<file path="src/rtl/truth_table_sequencer_pkg.sv">
`default_nettype none
// ============================================================================
// Module   : truth_table_sequencer_pkg
// Brief    : State encodings and golden truth tables for exercise sequencers.
// Revision : 1.0 - initial release
// ============================================================================
package truth_table_sequencer_pkg;

  typedef enum logic [1:0] {
    S_IDLE   = 2'd0,
    S_APPLY  = 2'd1,
    S_SAMPLE = 2'd2,
    S_FINISH = 2'd3
  } state_t;

  localparam int unsigned CNT_W = 4;

  // Golden table for f = (a & b) | (c & ~b), index {a,b,c}
  localparam logic [7:0] EXP_EX5 = 8'hE2;

  function automatic logic [CNT_W-1:0] settle_load(input int unsigned settle);
    return CNT_W'(settle - 1);
  endfunction

endpackage
`default_nettype wire

</file>
<file path="src/rtl/settle_counter.sv">
`default_nettype none
// ============================================================================
// Module   : settle_counter
// Brief    : Loadable 4-bit down-counter; tc flags a count of zero.
// Revision : 1.0 - initial release
// ============================================================================
module settle_counter
  import truth_table_sequencer_pkg::*;
(
  input  logic             clk,
  input  logic             rst,
  input  logic             load,
  input  logic [CNT_W-1:0] load_val,
  input  logic             en,
  output logic             tc
);

  logic [CNT_W-1:0] r_count;

  always_ff @(posedge clk or posedge rst) begin
    if (rst) begin
      r_count <= '0;
    end else if (load) begin
      r_count <= load_val;
    end else if (en && (r_count != '0)) begin
      r_count <= r_count - 1'b1;
    end
  end

  assign tc = (r_count == '0);

endmodule
`default_nettype wire

</file>
<file path="src/rtl/truth_table_sequencer.sv">
`default_nettype none
// ============================================================================
// Module   : truth_table_sequencer
// Brief    : Sweeps all input vectors of an exercise DUT, captures its truth
//            table and compares it against a golden constant.
// Revision : 1.0 - initial release
// ============================================================================
module truth_table_sequencer
  import truth_table_sequencer_pkg::*;
#(
  parameter int unsigned          N_IN     = 3,
  parameter int unsigned          SETTLE   = 2,
  parameter logic [(2**N_IN)-1:0] EXPECTED = EXP_EX5
) (
  input  logic                   clk,
  input  logic                   rst,
  input  logic                   start,
  input  logic                   abort,
  input  logic                   dut_out,
  output logic [N_IN-1:0]        dut_in,
  output logic                   busy,
  output logic                   done,
  output logic [(2**N_IN)-1:0]   table_out,
  output logic                   pass
);

  localparam int unsigned      c_tbl_w    = 2**N_IN;
  localparam logic [N_IN-1:0]  c_last_idx = '1;
  localparam logic [CNT_W-1:0] c_load_val = settle_load(SETTLE);

  state_t              r_state;
  logic [N_IN-1:0]     r_idx;
  logic [c_tbl_w-1:0]  w_next_table;
  logic                w_last;
  logic                w_load;
  logic                w_settled;

  assign w_last = (r_idx == c_last_idx);

  // Reload the hold counter at sweep start and when moving to the next vector
  assign w_load = ((r_state == S_IDLE) && start) ||
                  ((r_state == S_SAMPLE) && !abort && !w_last);

  always_comb begin
    w_next_table        = table_out;
    w_next_table[r_idx] = dut_out;
  end

  settle_counter u_settle (
    .clk      (clk),
    .rst      (rst),
    .load     (w_load),
    .load_val (c_load_val),
    .en       (r_state == S_APPLY),
    .tc       (w_settled)
  );

  always_ff @(posedge clk or posedge rst) begin
    if (rst) begin
      r_state   <= S_IDLE;
      r_idx     <= '0;
      dut_in    <= '0;
      busy      <= 1'b0;
      done      <= 1'b0;
      table_out <= '0;
      pass      <= 1'b0;
    end else begin
      case (r_state)
        S_IDLE: begin
          if (start) begin
            r_state   <= S_APPLY;
            r_idx     <= '0;
            dut_in    <= '0;
            busy      <= 1'b1;
            table_out <= '0;
            pass      <= 1'b0;
          end
        end
        S_APPLY: begin
          if (abort) begin
            r_state <= S_IDLE;
            dut_in  <= '0;
            busy    <= 1'b0;
          end else if (w_settled) begin
            r_state <= S_SAMPLE;
          end
        end
        S_SAMPLE: begin
          if (abort) begin
            r_state <= S_IDLE;
            dut_in  <= '0;
            busy    <= 1'b0;
          end else begin
            table_out <= w_next_table;
            if (w_last) begin
              r_state <= S_FINISH;
              dut_in  <= '0;
              busy    <= 1'b0;
              done    <= 1'b1;
              pass    <= (w_next_table == EXPECTED);
            end else begin
              r_state <= S_APPLY;
              r_idx   <= r_idx + 1'b1;
              dut_in  <= r_idx + 1'b1;
            end
          end
        end
        S_FINISH: begin
          done    <= 1'b0;
          r_state <= S_IDLE;
        end
        default: begin
          r_state <= S_IDLE;
        end
      endcase
    end
  end

endmodule
`default_nettype wire

</file>
<file path="config.mk">
export PLATFORM = sky130hd
export DESIGN_NAME = truth_table_sequencer
export DESIGN_NICKNAME = d
export VERILOG_FILES = /design/src/rtl/truth_table_sequencer_pkg.sv /design/src/rtl/settle_counter.sv /design/src/rtl/truth_table_sequencer.sv
export SDC_FILE = /design/constraint.sdc
export NUM_CORES = 1
export LEC_CHECK = 0
export ABC_AREA = 1
export CORE_AREA = 2 2 63 65
export CTS_BUF_LIST = sky130_fd_sc_hd__clkbuf_2
export DETAILED_ROUTE_END_ITERATION = 7
export DIE_AREA = 0 0 65 67
export PLACE_DENSITY = 0.76
export SYNTH_ARGS = -nofsm -noshare
export SYNTH_HDL_FRONTEND = slang
export SYNTH_HIERARCHICAL = 1
export SYNTH_SLANG_ARGS = --single-unit
export TNS_END_PERCENT = 10
</file>
<file path="constraint.sdc">
create_clock -name clk -period 3.4 [get_ports clk]
set_clock_uncertainty 0.05 [all_clocks]
set_input_delay 0.68 -clock clk [delete_from_list [all_inputs] [get_ports clk]]
set_output_delay 0.68 -clock clk [all_outputs]
set_load 0.005 [all_outputs]
</file>
== After elaboration in Yosys (flattened, before gate mapping) ==
Index checks and enable logic that the tools add are counted.
Storage, ports and cells
  input port bits: 5
  memories kept: 0
  register bits: 23
  ROM bits: 0
  word-level logic and storage cells: 80
  latch bits: 0
  bits in writable memories: 0
Cells by class
  divide/modulo/power cells: 0
  equality and inequality tests: 12
  add/subtract/negate cells: 2
  shift-type cells: 0
  multiply operators: 0
  reductions and logical operators: 22
  bitwise gates (word level): 0
  $lt $le $gt $ge: 2
  muxes and demuxes: 34
Operator list (count)
  $mux W3: 6
  $mux W8: 2
  $pmux W8 S2: 1
  $reduce_and A4 Y1: 3
  $mux W1: 10
  $mux W2: 5
  $ne A2 B2 Y1 const B: 5
  $pmux W3 S3: 1
  $reduce_and A3 Y1: 3
  $bwmux W8: 1
  $eq A8 B8 Y1 const B: 1
  $mux W4: 2
  $pmux W2 S4: 1
  $ne A3 B3 Y1 const B: 2
  $pmux W3 S2: 1
  $reduce_bool A2 Y1: 3
  $logic_and A1 B1 Y1: 5
  $eq A2 B2 Y1 const B: 2
  $logic_not A4 Y1: 1
  $lt A3 B4 Y1 const B: 1
  $pmux W1 S2: 2
  $reduce_bool A4 Y1: 1
  $sub A4 B1 Y4 const B: 1
  $add A3 B1 Y3 const B: 1
  other kinds (10): 11

== Logic depth before layout (Yosys ltp) ==
  depth in word-level cells: 9
  gate-level depth with buffers: 11

== Cells and area by module ==
The synthesis kept the hierarchy.
Modules (own cells, without submodules)
  truth_table_sequencer: area an instance 1312.5 µm², cells each 158, instances 1
  settle_counter: area an instance 299.0 µm², cells each 47, instances 1

== Worst setup path after synthesis ==
No wires, ideal clock.
  path kind: register -> register
  from: reg r_state[0]
  to: reg u_settle.r_count[3]
  period minus slack after synthesis: 1752 ps
  path slack: 1648 ps
  stages on the path, launching flop included: 11
  library setup time: 116 ps
  arrival: 1585 ps
  cells stage by stage: dfrtp_1 > inv_1 > ha_1 > buf_6 > nand2_4 > o22ai_1 > inv_2 > nand3b_1 > nand2_1 > clkinv_1 > nand2_1
On the way
  cells in the longest elaborated chain, start to end: 5
RTL lines
  start, declared: RTL line truth_table_sequencer.sv:31  | state_t r_state;
  start signal, assigned: RTL line truth_table_sequencer.sv:60  | r_state <= S_IDLE;
  start signal, assigned: RTL line truth_table_sequencer.sv:71  | r_state <= S_APPLY;
  start signal, assigned: RTL line truth_table_sequencer.sv:81  | r_state <= S_IDLE;
  $eq A2 B2 Y1: RTL line truth_table_sequencer.sv:42  | ((r_state == S_SAMPLE) && !abort && !w_last);
  $logic_and A1 B1 Y1 (2 in a row): RTL line truth_table_sequencer.sv:42
  $logic_or A1 B1 Y1 (*): RTL line truth_table_sequencer.sv:41  | assign w_load = ((r_state == S_IDLE) && start) ||
  net w_load: RTL line truth_table_sequencer.sv:35  | logic w_load;
  $mux W4 or $reduce_bool A2 Y1 (tied branches)
  end signal, assigned: RTL line settle_counter.sv:24  | r_count <= load_val;
  end signal, assigned: RTL line settle_counter.sv:26  | r_count <= r_count - 1'b1;
  end, declared: RTL line settle_counter.sv:18  | logic [CNT_W-1:0] r_count;
Mark *: on every way through the listed nets, which the timed path passes. The rest lies on a longest branch.
A chain may end at the register's enable or synchronous reset.

== Final worst setup path ==
  from: reg r_idx[1]
  to: reg u_settle.r_count[3]
On the way
  cells in the longest elaborated chain, start to end: 5
RTL lines
  start, declared: RTL line truth_table_sequencer.sv:32  | logic [N_IN-1:0] r_idx;
  start signal, assigned: RTL line truth_table_sequencer.sv:103  | r_idx <= r_idx + 1'b1;
  $eq A3 B3 Y1 (*): RTL line truth_table_sequencer.sv:38  | assign w_last = (r_idx == c_last_idx);
  $logic_not A1 Y1 (*): RTL line truth_table_sequencer.sv:42
  $logic_and A1 B1 Y1 (*): RTL line truth_table_sequencer.sv:42
  $logic_or A1 B1 Y1 (*): RTL line truth_table_sequencer.sv:41
  net w_load: RTL line truth_table_sequencer.sv:35
  $mux W4 or $reduce_bool A2 Y1 (tied branches)
Marked as above.

==> impl_metrics.env <==
export IMPL_status="complete, no violations"
export IMPL_drt_total_wl_mm=3.084
export IMPL_antenna_found_initial=0
export IMPL_slew_headroom_pct=50.74
export IMPL_dpl_hpwl_mm=2.423
export IMPL_synth_warnings=6
export IMPL_dieWidth_um=65
export IMPL_synth_seq_area_share_pct=35.71
export IMPL_crit_arrival_ns=2.48
export IMPL_cts_hold_buf=0
export IMPL_syn2layout_area_growth_pct=13.82
export IMPL_power_density_mw_per_mm2=668.4
export IMPL_dp_cells=269
export IMPL_critPathMaxFanout=11
export IMPL_grt_pass1_vias=1262
export IMPL_synth_seq_cells=23
export IMPL_grt_max_degree=20
export IMPL_clk_latency_ns=0.35
export IMPL_wire_per_inst_um=11.30
export IMPL_cts_resized=0
export IMPL_rsz0062_at_grt="no"
export IMPL_min_path_type="input port to asynchronous set/reset pin"
export IMPL_final_nets=240
export IMPL_grt_overflow_total=0
export IMPL_synth_top_area_share_pct=35.71
export IMPL_die_area_mm2=0.004355
export IMPL_final_hold_viol_count=0
export IMPL_vias=1318
export IMPL_instances_no_fill=273
export IMPL_drive_gt1_share_pct=17.33
export IMPL_start_util_pct=44.69
export IMPL_post_cts_buffers=0
export IMPL_route_detailed_drc=0
export IMPL_cts_tree="done"
export IMPL_slew_viol_final=0
export IMPL_grt_usage_pct=16.49
export IMPL_finalCritPeriodShare_pct=66.78
export IMPL_ios=19
export IMPL_finalPower_mw=1.226
export IMPL_syn_inst=205
export IMPL_synth_area_mm2=0.001612
export IMPL_syn_avg_cell_area_um2=7.861
export IMPL_worst_hold_slack_ns=0.4792
export IMPL_io_buffers=18
export IMPL_leakagePower_nw=0.9287
export IMPL_clockBufferDepth=2
export IMPL_cts_buffers_inserted=3
export IMPL_fp_coreArea_mm2=0.003606
export IMPL_gp_congestion=0.8779
export IMPL_period_minus_slack_ns=2.270
export IMPL_htreeDepth=1
export IMPL_nFillCells=355
export IMPL_n_antenna_cell=0
export IMPL_tightest_slew_ns=0.7382
export IMPL_via_per_inst=4.828
export IMPL_rows=22
export IMPL_synthTopCellsByArea="dfrtp_1, nand2_1, ha_1"
export IMPL_ir_drop_mv=0.4013
export IMPL_dr_pass1_iters=4
export IMPL_maxCapViolCount=0
export IMPL_start_kind="register"
export IMPL_ant_nets=0
export IMPL_setup_viol=0
export IMPL_drtIter0Drc=74
export IMPL_synth_area_leader_cell="dfrtp_1"
export IMPL_path_cells="ha_1 -> ha_1 -> o22ai_1 -> inv_2 -> nand3b_1 -> nand2_1 -> clkinv_1 -> nand2_1"
export IMPL_die_y_um=67
export IMPL_critical_path_slowest_cell="dfrtp_1"
export IMPL_grt_pass1_wl_mm=5.575
export IMPL_clock_root_buffer="clkbuf_2"
export IMPL_clock_sinks=23
export IMPL_fin_setup_tns_ns=0
export IMPL_critPathKind="register to register"
export IMPL_critPathMaxStageDelay_ns=0.65
export IMPL_required_ns=3.61
export IMPL_clk_pin_slew_ns=0.26
export IMPL_max_freq_mhz=440.4
export IMPL_post_synth_num_cell_types=28
export IMPL_end_kind="register"
[metal layers]
| layer | global-route usage, % | part of all wire (%) |
|---|---|---|
| met5 | 0 | 0 |
| met1 | 21.16 | 47 |
| met2 | 28.61 | 50 |
| met3 | 2.534 | 2.3 |
| met4 | 4.787 | 0.84 |
[synthesized netlist by cell type, drive strengths merged]
cell type	count
nand2	78
inv	27
dfrtp	23
nand3	15
nor2	15
o21ai	14
ha	9
nand4	5
o22ai	5
buf	4
a21oi	2
conb	2
nand3b	2
a22o	1
a22oi	1
clkinv	1
o31ai	1
[where the power goes]
| group | internal, mW | switching [mW] |
|---|---|---|
| sequential | 0.336 | 0.0712 |
| clock | 0.0266 | 0.0902 |
| combinational | 0.264 | 0.438 |
[cells by family after synthesis]
logic type      count (synthesis)  share of synthesized area (%)
simple gates                  115                          37.89
buf+inv                        32                          9.782
compound gates                 24                          9.161
other cells                     2                         0.4660
flops                          23                          35.71
fa+ha+maj                       9                          6.988
[state kept, by name (all words and copies together) (netlist names)]
signal	count
r_state	2
r_idx	3
dut_in	3
busy	1
pass	1
done	1
table_out	8
u_settle/r_count	4
[stage by stage]
step / worst slack (ns) / instance area, um^2 / utilization [%]
floorplan: 1.648 / 1619 / -
global placement: 1.060 / 1814 / 50.31
detailed placement: 1.023 / 1814 / 50.31
CTS: 1.167 / 1834 / 50.87
global route: 0.9453 / 1834 / 50.87
finish: 1.130 / 1834 / 50.87
[cell usage in the layout, fill, tap and decap left out, drive strengths merged]
cell type      instances
nor2                  15
clkbuf                 3
a22o                   1
nand4                  5
nand3                 15
clkinv                 2
clkdlybuf4s50         18
a21oi                  2
ha                     9
conb                   4
inv                   27
o21ai                 14
nand2                 78
nand3b                 2
dfrtp                 23
a22oi                  1
o22ai                  5
o31ai                  1
[final timing paths]
kind | cells past startpoint | slack, ns | startpoint | end
max in group asynchronous | 2 | 2.13 | rst | dut_in[1]
setup / recovery | 8 | 1.13 | r_idx[1] | u_settle/r_count[3]
min in group clk | 2 | 0.48 | dut_in[2] | dut_in[2]
hold / removal | 2 | 0.48 | rst | u_settle/r_count[3]
setup reg to reg | 8 | 1.13 | r_idx[1] | u_settle/r_count[3]
hold reg to reg | 2 | 0.48 | dut_in[2] | dut_in[2]
[critical path: cells and delay by family, from the launching register on]
| family | cells | cell delay (ns) |
|---|---|---|
| AND/OR/NAND/NOR | 3 | 0.21 |
| adder cells (fa/ha/maj) | 2 | 0.58 |
| buffers and inverters | 2 | 0.19 |
| AO/OA/AOI/OAI | 1 | 0.49 |
| flip-flops | 1 | 0.65 |
[layout make-up]
cell class | count | area [um^2] | area share (%)
Sequential cell | 23 | 575.6 | 31.38
Clock inverter | 1 | 5.005 | 0.2729
Multi-Input combinational cell | 152 | 885.9 | 48.29
Inverter | 28 | 112.6 | 6.139
Tap cell | 48 | 60.06 | 3.274
Timing Repair Buffer | 18 | 180.2 | 9.823
Clock buffer | 3 | 15.01 | 0.8186
Note: power is estimated with default switching activity, not from simulation.
